$ cat src/rtl/lsu_pkg.sv
// Shared encodings and helpers for the LSU misalignment splitter.
// Size codes match data_mem store_size / load_size.
package lsu_pkg;

  localparam logic [1:0] SSIZE_B  = 2'b00;
  localparam logic [1:0] SSIZE_H  = 2'b01;
  localparam logic [1:0] SSIZE_W  = 2'b10;

  localparam logic [2:0] LSIZE_B  = 3'b000;
  localparam logic [2:0] LSIZE_H  = 3'b001;
  localparam logic [2:0] LSIZE_W  = 3'b010;
  localparam logic [2:0] LSIZE_BU = 3'b100;
  localparam logic [2:0] LSIZE_HU = 3'b101;

  typedef enum logic [1:0] {
    IDLE,
    SPLIT,
    DONE
  } lsu_state_t;

  function automatic logic is_half(
    input logic       we,
    input logic [1:0] ssize,
    input logic [2:0] lsize
  );
    return we ? (ssize == SSIZE_H)
              : (lsize == LSIZE_H || lsize == LSIZE_HU);
  endfunction

  function automatic logic is_word(
    input logic       we,
    input logic [1:0] ssize,
    input logic [2:0] lsize
  );
    return we ? (ssize == SSIZE_W) : (lsize == LSIZE_W);
  endfunction

  function automatic logic is_misaligned(
    input logic [1:0] addr_lo,
    input logic [1:0] ssize,
    input logic [2:0] lsize,
    input logic       we
  );
    return (is_half(we, ssize, lsize) && addr_lo[0])
        || (is_word(we, ssize, lsize) && addr_lo != 2'b00);
  endfunction

endpackage

$ cat src/rtl/lsu_misalign_splitter_if.sv
// MEM-stage request bus plus the data_mem side of the splitter.
// master = pipeline/data_mem environment, slave = splitter.
interface lsu_misalign_splitter_if #(
  parameter int XLEN = 32
);
  logic            req_valid;
  logic            req_we;
  logic [XLEN-1:0] req_addr;
  logic [XLEN-1:0] req_wdata;
  logic [1:0]      req_ssize;
  logic [2:0]      req_lsize;
  logic            flush;
  logic [XLEN-1:0] mem_addr;
  logic [XLEN-1:0] mem_wdata;
  logic            mem_we;
  logic [1:0]      mem_ssize;
  logic [2:0]      mem_lsize;
  logic [XLEN-1:0] mem_rdata;
  logic            stall;
  logic [XLEN-1:0] load_data;
  logic            misalign_err;

  modport master (
    output req_valid, req_we, req_addr, req_wdata,
    output req_ssize, req_lsize, flush, mem_rdata,
    input  mem_addr, mem_wdata, mem_we, mem_ssize,
    input  mem_lsize, stall, load_data, misalign_err
  );

  modport slave (
    input  req_valid, req_we, req_addr, req_wdata,
    input  req_ssize, req_lsize, flush, mem_rdata,
    output mem_addr, mem_wdata, mem_we, mem_ssize,
    output mem_lsize, stall, load_data, misalign_err
  );
endinterface

$ cat src/rtl/lsu_load_extend.sv
// Sign/zero extension of an assembled load value by load size.
// Word and unknown codes pass through unchanged.
module lsu_load_extend #(
  parameter int XLEN = 32
) (
  input  logic [XLEN-1:0] raw,
  input  logic [2:0]      lsize,
  output logic [XLEN-1:0] ext
);
  import lsu_pkg::*;

  always_comb begin
    ext = raw;
    unique case (1'b1)
      (lsize == LSIZE_B):
        ext = {{(XLEN-8){raw[7]}}, raw[7:0]};
      (lsize == LSIZE_H):
        ext = {{(XLEN-16){raw[15]}}, raw[15:0]};
      (lsize == LSIZE_BU):
        ext = {{(XLEN-8){1'b0}}, raw[7:0]};
      (lsize == LSIZE_HU):
        ext = {{(XLEN-16){1'b0}}, raw[15:0]};
      default:
        ext = raw;
    endcase
  end

endmodule

$ cat src/rtl/lsu_misalign_splitter.sv
// Aligned accesses pass straight to data_mem; misaligned half/word
// accesses are replayed as byte accesses while the pipeline stalls.
module lsu_misalign_splitter #(
  parameter int XLEN           = 32,
  parameter bit ALLOW_MISALIGN = 1'b1
) (
  input logic                    clk,
  input logic                    rst,
  lsu_misalign_splitter_if.slave bus
);
  import lsu_pkg::*;

  lsu_state_t      state_q;
  lsu_state_t      state_d;
  logic [1:0]      idx_q;
  logic [1:0]      last_q;
  logic [XLEN-1:0] base_q;
  logic [XLEN-1:0] wdata_q;
  logic [XLEN-1:0] acc_q;
  logic [XLEN-1:0] ext;
  logic            we_q;
  logic [2:0]      lsize_q;
  logic            mis;
  logic            latch;
  logic [4:0]      sh;

  assign mis = bus.req_valid
             & is_misaligned(bus.req_addr[1:0], bus.req_ssize,
                             bus.req_lsize, bus.req_we);
  assign sh  = {idx_q, 3'b000};

  lsu_load_extend #(.XLEN(XLEN)) u_ext (
    .raw   (acc_q),
    .lsize (lsize_q),
    .ext   (ext)
  );

  always_ff @(posedge clk or posedge rst) begin
    if (rst) state_q <= IDLE;
    else     state_q <= state_d;
  end

  always_ff @(posedge clk or posedge rst) begin
    if (rst) begin
      idx_q   <= 2'd0;
      last_q  <= 2'd0;
      base_q  <= '0;
      wdata_q <= '0;
      acc_q   <= '0;
      we_q    <= 1'b0;
      lsize_q <= LSIZE_B;
    end else if (latch) begin
      idx_q   <= 2'd0;
      base_q  <= bus.req_addr;
      wdata_q <= bus.req_wdata;
      acc_q   <= '0;
      we_q    <= bus.req_we;
      lsize_q <= bus.req_lsize;
      last_q  <= is_word(bus.req_we, bus.req_ssize, bus.req_lsize)
                 ? 2'd3 : 2'd1;
    end else if (state_q == SPLIT) begin
      idx_q <= idx_q + 2'd1;
      if (!we_q) acc_q[sh +: 8] <= bus.mem_rdata[7:0];
    end
  end

  always_comb begin
    state_d          = state_q;
    latch            = 1'b0;
    bus.mem_addr     = bus.req_addr;
    bus.mem_wdata    = bus.req_wdata;
    bus.mem_we       = 1'b0;
    bus.mem_ssize    = bus.req_ssize;
    bus.mem_lsize    = bus.req_lsize;
    bus.stall        = 1'b0;
    bus.load_data    = '0;
    bus.misalign_err = 1'b0;
    unique case (state_q)
      IDLE: begin
        if (!mis) begin
          bus.mem_we    = bus.req_valid & bus.req_we;
          bus.load_data = bus.mem_rdata;
        end else if (!bus.flush) begin
          if (ALLOW_MISALIGN) begin
            latch     = 1'b1;
            bus.stall = 1'b1;
            state_d   = SPLIT;
          end else begin
            bus.misalign_err = 1'b1;
          end
        end
      end
      SPLIT: begin
        bus.mem_addr  = base_q + XLEN'(idx_q);
        bus.mem_wdata = {{(XLEN-8){1'b0}}, wdata_q[sh +: 8]};
        bus.mem_we    = we_q;
        bus.mem_ssize = SSIZE_B;
        bus.mem_lsize = LSIZE_BU;
        bus.stall     = 1'b1;
        if (idx_q == last_q) state_d = DONE;
      end
      DONE: begin
        bus.load_data = ext;
        state_d       = IDLE;
      end
      default: state_d = IDLE;
    endcase
    // a killed request must not touch memory; already-written bytes stay
    if (bus.flush) begin
      bus.mem_we = 1'b0;
      state_d    = IDLE;
    end
    if (rst) begin
      bus.mem_we       = 1'b0;
      bus.stall        = 1'b0;
      bus.load_data    = '0;
      bus.misalign_err = 1'b0;
    end
  end

endmodule
$ cat src/flat_wrapper.sv
// flat-port wrapper written by rule: the top's interface ports become plain ports
module lsu_misalign_splitter_flat import lsu_pkg::*;
#(
  parameter int XLEN           = 32,
  parameter bit ALLOW_MISALIGN = 1'b1
)
  (clk, rst, bus_req_valid, bus_req_we, bus_req_addr, bus_req_wdata, bus_req_ssize, bus_req_lsize, bus_flush, bus_mem_rdata, bus_mem_addr, bus_mem_wdata, bus_mem_we, bus_mem_ssize, bus_mem_lsize, bus_stall, bus_load_data, bus_misalign_err);
  lsu_misalign_splitter_if #(.XLEN(XLEN)) bus_i ();
  input logic clk;
  input logic rst;
  input wire logic [$bits(bus_i.req_valid)-1:0] bus_req_valid;
  input wire logic [$bits(bus_i.req_we)-1:0] bus_req_we;
  input wire logic [$bits(bus_i.req_addr)-1:0] bus_req_addr;
  input wire logic [$bits(bus_i.req_wdata)-1:0] bus_req_wdata;
  input wire logic [$bits(bus_i.req_ssize)-1:0] bus_req_ssize;
  input wire logic [$bits(bus_i.req_lsize)-1:0] bus_req_lsize;
  input wire logic [$bits(bus_i.flush)-1:0] bus_flush;
  input wire logic [$bits(bus_i.mem_rdata)-1:0] bus_mem_rdata;
  output wire logic [$bits(bus_i.mem_addr)-1:0] bus_mem_addr;
  output wire logic [$bits(bus_i.mem_wdata)-1:0] bus_mem_wdata;
  output wire logic [$bits(bus_i.mem_we)-1:0] bus_mem_we;
  output wire logic [$bits(bus_i.mem_ssize)-1:0] bus_mem_ssize;
  output wire logic [$bits(bus_i.mem_lsize)-1:0] bus_mem_lsize;
  output wire logic [$bits(bus_i.stall)-1:0] bus_stall;
  output wire logic [$bits(bus_i.load_data)-1:0] bus_load_data;
  output wire logic [$bits(bus_i.misalign_err)-1:0] bus_misalign_err;
  assign bus_i.req_valid = bus_req_valid;
  assign bus_i.req_we = bus_req_we;
  assign bus_i.req_addr = bus_req_addr;
  assign bus_i.req_wdata = bus_req_wdata;
  assign bus_i.req_ssize = bus_req_ssize;
  assign bus_i.req_lsize = bus_req_lsize;
  assign bus_i.flush = bus_flush;
  assign bus_i.mem_rdata = bus_mem_rdata;
  assign bus_mem_addr = bus_i.mem_addr;
  assign bus_mem_wdata = bus_i.mem_wdata;
  assign bus_mem_we = bus_i.mem_we;
  assign bus_mem_ssize = bus_i.mem_ssize;
  assign bus_mem_lsize = bus_i.mem_lsize;
  assign bus_stall = bus_i.stall;
  assign bus_load_data = bus_i.load_data;
  assign bus_misalign_err = bus_i.misalign_err;
  lsu_misalign_splitter #(.XLEN(XLEN), .ALLOW_MISALIGN(ALLOW_MISALIGN)) u_core (.clk(clk), .rst(rst), .bus(bus_i));
endmodule
$ cat config.mk
export PLATFORM = sky130hd
export DESIGN_NAME = lsu_misalign_splitter_flat
export DESIGN_NICKNAME = d
export VERILOG_FILES = /design/src/rtl/lsu_pkg.sv /design/src/rtl/lsu_misalign_splitter_if.sv /design/src/rtl/lsu_load_extend.sv /design/src/rtl/lsu_misalign_splitter.sv /design/src/flat_wrapper.sv
export SDC_FILE = /design/constraint.sdc
export NUM_CORES = 1
export LEC_CHECK = 0
export BUFFER_PORTS_ARGS = -buffer_cell sky130_fd_sc_hd__buf_2
export CAP_MARGIN = 20
export CORE_MARGIN = 4
export CORE_UTILIZATION = 47
export DETAILED_ROUTE_END_ITERATION = 10
export PLACE_DENSITY = 0.81
export SLEW_MARGIN = 20
export SYNTH_ARGS = -nofsm -noshare
export SYNTH_HDL_FRONTEND = slang
export SYNTH_HIERARCHICAL = 1
export SYNTH_SLANG_ARGS = --single-unit
$ cat constraint.sdc
create_clock -name clk -period 2.82 [get_ports clk]
set_input_delay 0.141 -clock clk [delete_from_list [all_inputs] [get_ports clk]]
set_output_delay 0.141 -clock clk [all_outputs]
set_load 0.01 [all_outputs]
* Word level (Yosys, flattened, before mapping) *
Index checks and enable logic that the tools add are counted.

cells by class
  add/subtract/negate cells = 3
  equality and inequality tests = 14
  shift operators = 3
  reduce and logical (&&, ||, !) cells = 10
  multiplexer cells = 30
  bitwise logic cells = 2

operators by type and width
  operator                  count
  $mux W32                  7
  $pmux W32 S4              1
  $pmux W32 S2              1
  $add A32 B2 Y32           1
  $bwmux W32                1
  $shift A8 B7 Y32 const A  1
  $shiftx A32 B6 Y8         1
  $shiftx A8 B7 Y32         1
  $mux W2                   7
  $eq A3 B3 Y1 const B      3
  $mux W1                   9
  $neg A5 Y7                1
  $eq A3 B1 Y1 const B      2
  $eq A2 B1 Y1 const B      2
  $eq A2 B2 Y1 const B      2
  $pmux W1 S2               2
  $pmux W2 S2               1
  $reduce_and A2 Y1         2
  $reduce_bool A2 Y1        2
  $eq A3 B2 Y1 const B      1
  $logic_not A3 Y1          1
  $mux W3                   1
  $ne A3 B2 Y1 const B      1
  $ne A3 B3 Y1 const B      1
  7 further kinds           10

word-level totals
  output and inout bits = 104
  register bits after elaboration = 106
  logic and storage cells = 70
  input port bits = 106

* Depth between registers and ports, before layout *
Gate-level depths: netlist of run 1.

  depth in word-level cells = 10
  depth in mapped cells = 8

* Modules after synthesis *
Netlist of run 1, hierarchy kept.

modules (own cells, without submodules)
  module                 area each (um^2)  instances  cells each
  lsu_misalign_splitter  6209.7            1          600
  lsu_load_extend        355.3             1          67

* Worst setup path before layout of run 1 *
OpenSTA, ideal clock, no wires.

  path kind = register to output
  from = register u_core.idx_q[1]
  to = output port bus_mem_addr[30]
  buffers on the path = 2
  data required time = 2.679 ns
  cell stages (with the launch flop) = 9
  data arrival time = 2.683 ns
  path slack = -0.004 ns
  cell sequence = dfrtp_1 clkbuf_1 inv_1 fa_1 nand4b_4 or3_1 clkbuf_2 or4_1 a31oi_1

between the ends
  longest elaborated chain between the ends = 2

ends and longest elaborated chain
  what                    line                         source
  start, declared         lsu_misalign_splitter.sv:15  logic [1:0] idx_q;
  start signal, assigned  lsu_misalign_splitter.sv:62  idx_q <= idx_q + 2'd1;
  $add A32 B2 Y32         lsu_misalign_splitter.sv:94  bus.mem_addr = base_q + XLEN'(idx_q);
  $mux W32                lsu_misalign_splitter.sv:78  unique case (state_q)
  end, declared           flat_wrapper.sv:19           output wire logic [$bits(bus_i.mem_addr)-1:0] bus_mem_addr;

No other way between the ends.

* Worst setup path in the final report of run 1 *
  from = register u_core.idx_q[0]
  to = output port bus_mem_addr[28]

Same word-level chain as after synthesis.

==> results of run 1 <==
cell type report:
cell class / count / area, um^2 / share of cell area, %
well taps: 176 / 220 / 2.76
repair buffers: 227 / 1210 / 15.2
inverters: 11 / 45.0 / 0.564
flip-flops and latches: 106 / 2650 / 33.2
clock inverters: 4 / 28.8 / 0.360
clock buffers: 12 / 236 / 2.96
multi-input cells: 491 / 3590 / 45.0
flip-flops by register name, indices dropped and copies added (netlist names):
| signal | cells |
|---|---|
| u_core/acc_q | 32 |
| u_core/state_q | 2 |
| u_core/idx_q | 2 |
| u_core/last_q | 2 |
| u_core/wdata_q | 32 |
| u_core/lsize_q | 3 |
| u_core/we_q | 1 |
| u_core/base_q | 32 |
routing by layer:
metal	global-route usage (%)	vias up	share of wire, %
li1	-	2814	-
met5	0	-	0.063
met4	6.44	2	1.7
met3	6.48	27	9.5
met1	28.7	2826	42
met2	34.8	235	47
repair_timing:
item,in CTS,in global routing
buffers inserted,2,1
hold buffers,1,0
resized for setup,3,2
setup endpoints to repair,4,8
hold endpoints to repair,26,0
pin swaps,1,2
where the power goes:
part           switching [mW]  internal, mW  total [mW]
clock                   0.543         0.600        1.14
combinational           0.931         0.944        1.87
sequential              0.426          1.96        2.38
cell usage in the layout (no fill, tap or decap), drive strengths merged, types with 3 or more instances in the layout:
cell type and n:
a21oi 19, a31oi 20, and2 30, nand4 11
nand4b 3, o21ai 41, and3 5, mux2 68
nor3 5, nand3 21, dfrtp 106, nand2b 3
clkbuf 12, clkinvlp 3, nor3b 5, nor2 23
nand2 102, or4 14, inv 10, xnor2 5
a32o 48, buf 226, mux4 8, o31ai 15
or3 5, xor2 7, ha 6, nor4 4
and4 4
metrics by stage:
step / TNS [ns] / worst slack (ns) / hold slack, ns
6_report: 0 / 0.0225 / 0.0267
5_1_grt: -0.389 / -0.118 / 0.0270
4_1_cts: 0 / 0.00193 / 0.0108
3_5_place_dp: 0 / 0.172 / 0.311
3_3_place_gp: 0 / 0.234 / 0.298
2_1_floorplan: 0 / 0.148 / 0.214
worst paths after layout:
kind	to	slack (ns)	cells after the start	startpoint
worst min register to register	u_core/last_q[0]	0.50	1	u_core/last_q[0]
worst max-delay path	bus_mem_addr[28]	0.02	8	u_core/idx_q[0]
worst max register to register	u_core/base_q[31]	0.75	4	u_core/state_q[1]
min in group asynchronous	u_core/acc_q[17]	0.53	3	rst
max in group asynchronous	u_core/last_q[0]	1.53	4	rst
worst min-delay path	u_core/state_q[1]	0.03	2	bus_flush
cell families after synthesis:
logic type	after synthesis	share of synthesized area, %
multiplexers	78	14.8
flip-flops	106	40.4
other	1	0.0571
buffers and inverters	70	5.55
AO/OA/AOI/OAI	151	16.6
adder cells (fa/ha/maj)	7	1.45
XOR/XNOR	12	1.60
AND/OR/NAND/NOR	242	19.6
==> flow_summary.yaml, run 1 <==
cts:
  cts.sinks: 106
  clockBufferDepth: 2
  cts_tree: "built"
  clockRootBuffer: "clkbuf_16"
  htreeDepth: 3
  clk_latency_ns: 0.34
  clk_pin_slew_ns: 0.07
  cts_inserted_buffers: 9
floorplanning:
  die_x_um: 126
  core_mm2: 0.0135
  rows: 42
  die_h_um: 126
  die_area_mm2: 0.0159
  start_util_pct: 48.8
  ios: 210
timing:
  worst_pin_slew_ns: 0.733
  skew_ns: 0.00737
  setup_viol: 0
  slew_viol_final: 0
  fmax_ghz: 0.357
  fin_crit_sh_pct: 99.2
  finalHoldViolCount: 0
  min_period_ns: 2.80
  rsz0062_at_grt: "true"
  slew_headroom_pct: 51.1
global_routing:
  grt_util_all_layers_pct: 21.8
  grt_max_degree: 54
  grt_pass1_vias: 5724
  grt_first_pass_wirelength_mm: 28.7
  antenna_found_initial: 1
  gr-total-overflow: 0
hold_path:
  min_path_type: "in2reg"
routing:
  via_count: 5904
  ant_nets: 0
  drt_iter0_markers: 479
  post_drt_wl_per_cell_um: 17.1
  dr.pass1.iters: 5
  drc: 0
  wirelength_mm: 17.6
  vias_per_cell: 5.75
synth:
  seq_area_frac_synth_pct: 40.4
  avgSynthCellArea_um2: 9.84
  syn_nets: 780
  ys_warn_count: 6
  ys_seq_elements: 106
  synthTopCellsByCount: "dfrtp_1, nand2_1, mux2_2"
  synthFlopType: "dfrtp_1"
  yosysMostFrequentCell: "dfrtp_1"
  netlist_instances: 667
  synth_area_mm2: 0.00657
  async_flop_share_pct: 100
  synth_top_area_share_pct: 40.4
  synth_area_leaders: "dfrtp_1, mux2_2, a32o_1, nand2_1, o21ai_0"
  synth.distinct_cells: 54
  yosysTopAreaCell: "dfrtp_1"
  synth-edff-count: 0
final_layout:
  n_antenna_cell: 0
  fin_area_mm2: 0.00799
  syn_to_final_growth_pct: 21.7
  final_cells: 1027
  drive_gt1_share_pct: 39.7
  fill_cells: 1200
  utilization_pct: 59.4
  nNetsFinal: 959
worst_setup_path:
  path_delay_family: "simple AND/OR/NAND/NOR gates"
  crit_type: "reg2out"
  path_cells: "ha_2, inv_2, fa_2, nand4b_4, or3_4, or4_1, a31oi_1, buf_2"
  startpoint_type: "flop"
  path_buf_inv: 2
  slowest_stage: "or4_1"
  cp_max_fo: 7
  crit_path_end_kind: "output pin"
  required_ns: 2.68
  slowest_delay_ns: 0.41
  cp.arrival_ns: 2.66
place:
  detailed_place.area_mm2: 0.00767
  globalplace.congestion: 0.834
  dp_hpwl_mm: 12.8
  dp_cells: 1007
  io_buffers: 208
power_and_ir_drop:
  p_per_area_mw_per_mm2: 676
  p_leak_nw: 3.66
  max-vdd-ir-drop_mv: 0.299
  total_power_mw: 5.40
flow_run:
  cap_violations: 0
status:
  status: "finished clean"
No activity file was read; power rests on OpenSTA's default activity.
==> run 2: changes to the inputs <==
CORE_MARGIN = not set   (was 4)
SETUP_SLACK_MARGIN = 0.05   (was not set)
==> flow_summary.yaml, run 2 (same netlist as run 1, synthesis figures left out) <==
status:
  status: "finished clean"
worst_setup_path:
  slowest_stage: "or4_4"
  path_cells: "ha_2, inv_2, fa_2, nand4b_4, or3_4, or4_4, a31oi_1, buf_2"
  path_buf_inv: 2
  cp_max_fo: 8
  cp.depth: 8
  r2r_start: "u_core/state_q[1]"
  crit_type: "reg2out"
  path_delay_family: "simple AND/OR/NAND/NOR gates"
  reg2reg_to: "u_core/acc_q[1]"
  startpoint_type: "flop"
  slowest_delay_ns: 0.42
  endpoint: "bus_mem_addr[26]"
  cp.arrival_ns: 2.61
  crit_path_end_kind: "output pin"
  crit_start: "u_core/idx_q[0]"
  required_ns: 2.68
  reg2regPathDepth: 5
  ff2ff_setup_slack_ns: 0.75
cts:
  clockBufferDepth: 2
  postCtsHoldBufs: 0
  clk_latency_ns: 0.34
  clk_pin_slew_ns: 0.07
  clockRootBuffer: "clkbuf_16"
  htreeDepth: 3
  cts.sinks: 106
  cts_inserted_buffers: 9
  cts_tree: "built"
flow_run:
  cap_violations: 0
routing:
  post_drt_wl_per_cell_um: 16.7
  dr.pass1.iters: 5
  drt_iter0_markers: 364
  vias_per_cell: 5.78
  ant_nets: 0
  wirelength_mm: 17.2
  drc: 0
  via_count: 5972
timing:
  fmax_ghz: 0.363
  worst_pin_slew_ns: 0.898
  min_period_ns: 2.76
  slew_viol_final: 0
  setup_ws_ns: 0.0640
  setup_viol: 0
  finalHoldViolCount: 0
  slew_headroom_pct: 40.0
  rsz0062_at_grt: "true"
  skew_ns: 0.00753
  fin_crit_sh_pct: 97.7
power_and_ir_drop:
  seqPwrFrac_pct: 42.1
  p_int_mw: 3.67
  max-vdd-ir-drop_mv: 0.446
  sw_frac_of_total_pct: 34.5
  combPwrFrac_pct: 34.8
  p_per_area_mw_per_mm2: 694
  p_sw_mw: 1.93
  p_leak_nw: 3.72
  power.clock.fraction_pct: 23.1
final_layout:
  final_common_cell: "buf_2"
  mostFrequentLayoutCells: "buf_2, dfrtp_1, nand2_1"
  utilization_pct: 60.1
  syn_to_final_growth_pct: 23.2
  n_antenna_cell: 0
  fill_cells: 1201
  drive_gt1_share_pct: 41.2
  nNetsFinal: 965
  top_regs: "u_core/acc_q: 32 flops, u_core/base_q: 32 flops, u_core/wdata_q: 32 flops"
floorplanning:
  ios: 210
  start_util_pct: 48.8
  die_area_mm2: 0.0144
  die_x_um: 120
  die_h_um: 120
  core_mm2: 0.0135
  rows: 42
place:
  io_buffers: 208
  dp_hpwl_mm: 12.3
  globalplace.congestion: 0.823
  pre_cts_ws_ns: 0.141
global_routing:
  grt_first_pass_wirelength_mm: 27.8
  grt_util_all_layers_pct: 24.1
  antenna_found_initial: 0
  grt_max_degree: 52
  gr-total-overflow: 0
  grt_pass1_vias: 5598
hold_path:
  min_path_type: "in2async"
==> run 2: changes by cell type in the layout (fill, tap and decap cells not counted), moves of 2 or more <==
cell / change
or4_1: -2
clkbuf_8: +2
clkbuf_1: -3
or4_4: +2
buf_4: +8
==> run 2: area by class of cell <==
class | count | area, um^2 | share of cell area, %
sequential | 106 | 2650 | 32.8
clock inverter | 5 | 60.1 | 0.743
tap | 176 | 220 | 2.72
multi-input combinational | 491 | 3610 | 44.7
timing repair buffer | 233 | 1240 | 15.4
clock buffer | 11 | 253 | 3.13
inverter | 11 | 45.0 | 0.557
==> run 2: repair_timing <==
item                       CTS  global route
pin swaps                    3             6
gates resized for setup      4             7
setup buffers                6             1
setup endpoints to repair    5            10
==> run 2: worst min path at each step <==
stage,from,end,slack [ns],cells past startpoint
2_1_floorplan,bus_flush,u_core/state_q[1],0.21,1
5_1_grt,bus_flush,u_core/state_q[1],0.02,2
3_3_place_gp,bus_flush,u_core/state_q[1],0.38,2
4_1_cts,bus_flush,u_core/state_q[1],0.01,2
3_5_place_dp,bus_flush,u_core/state_q[1],0.38,2
6_report,rst,u_core/acc_q[5],0.03,2
==> run 2: per-layer routing <==
layer	vias up	part of all wire [%]	global-route usage [%]
met5	-	0	0
met1	2888	43	31.3
met2	214	48	40.0
li1	2844	-	-
met3	26	7.2	5.33
met4	0	1.7	7.50
==> run 2: power groups by stage <==
stage / clock network, mW / logic, mW / registers [mW]
detailed placement: 0 / 1.91 / 2.38
floorplan: 0 / 1.47 / 2.25
finish: 1.29 / 1.95 / 2.36
global route: 1.40 / 2.15 / 2.43
CTS: 1.33 / 1.95 / 2.35
global placement: 0 / 1.85 / 2.35
==> run 2: through the flow <==
stage	setup TNS, ns	hold WS [ns]	power (mW)	cell area [um^2]	std cells
finish	0	0.0294	5.61	8090	1033
global placement	0	0.376	4.20	7690	1010
detailed placement	0	0.380	4.28	7690	1010
global route	-0.0616	0.0183	5.99	8090	1033
CTS	0	0.0143	5.62	8070	1032
floorplan	0	0.214	3.72	6570	667
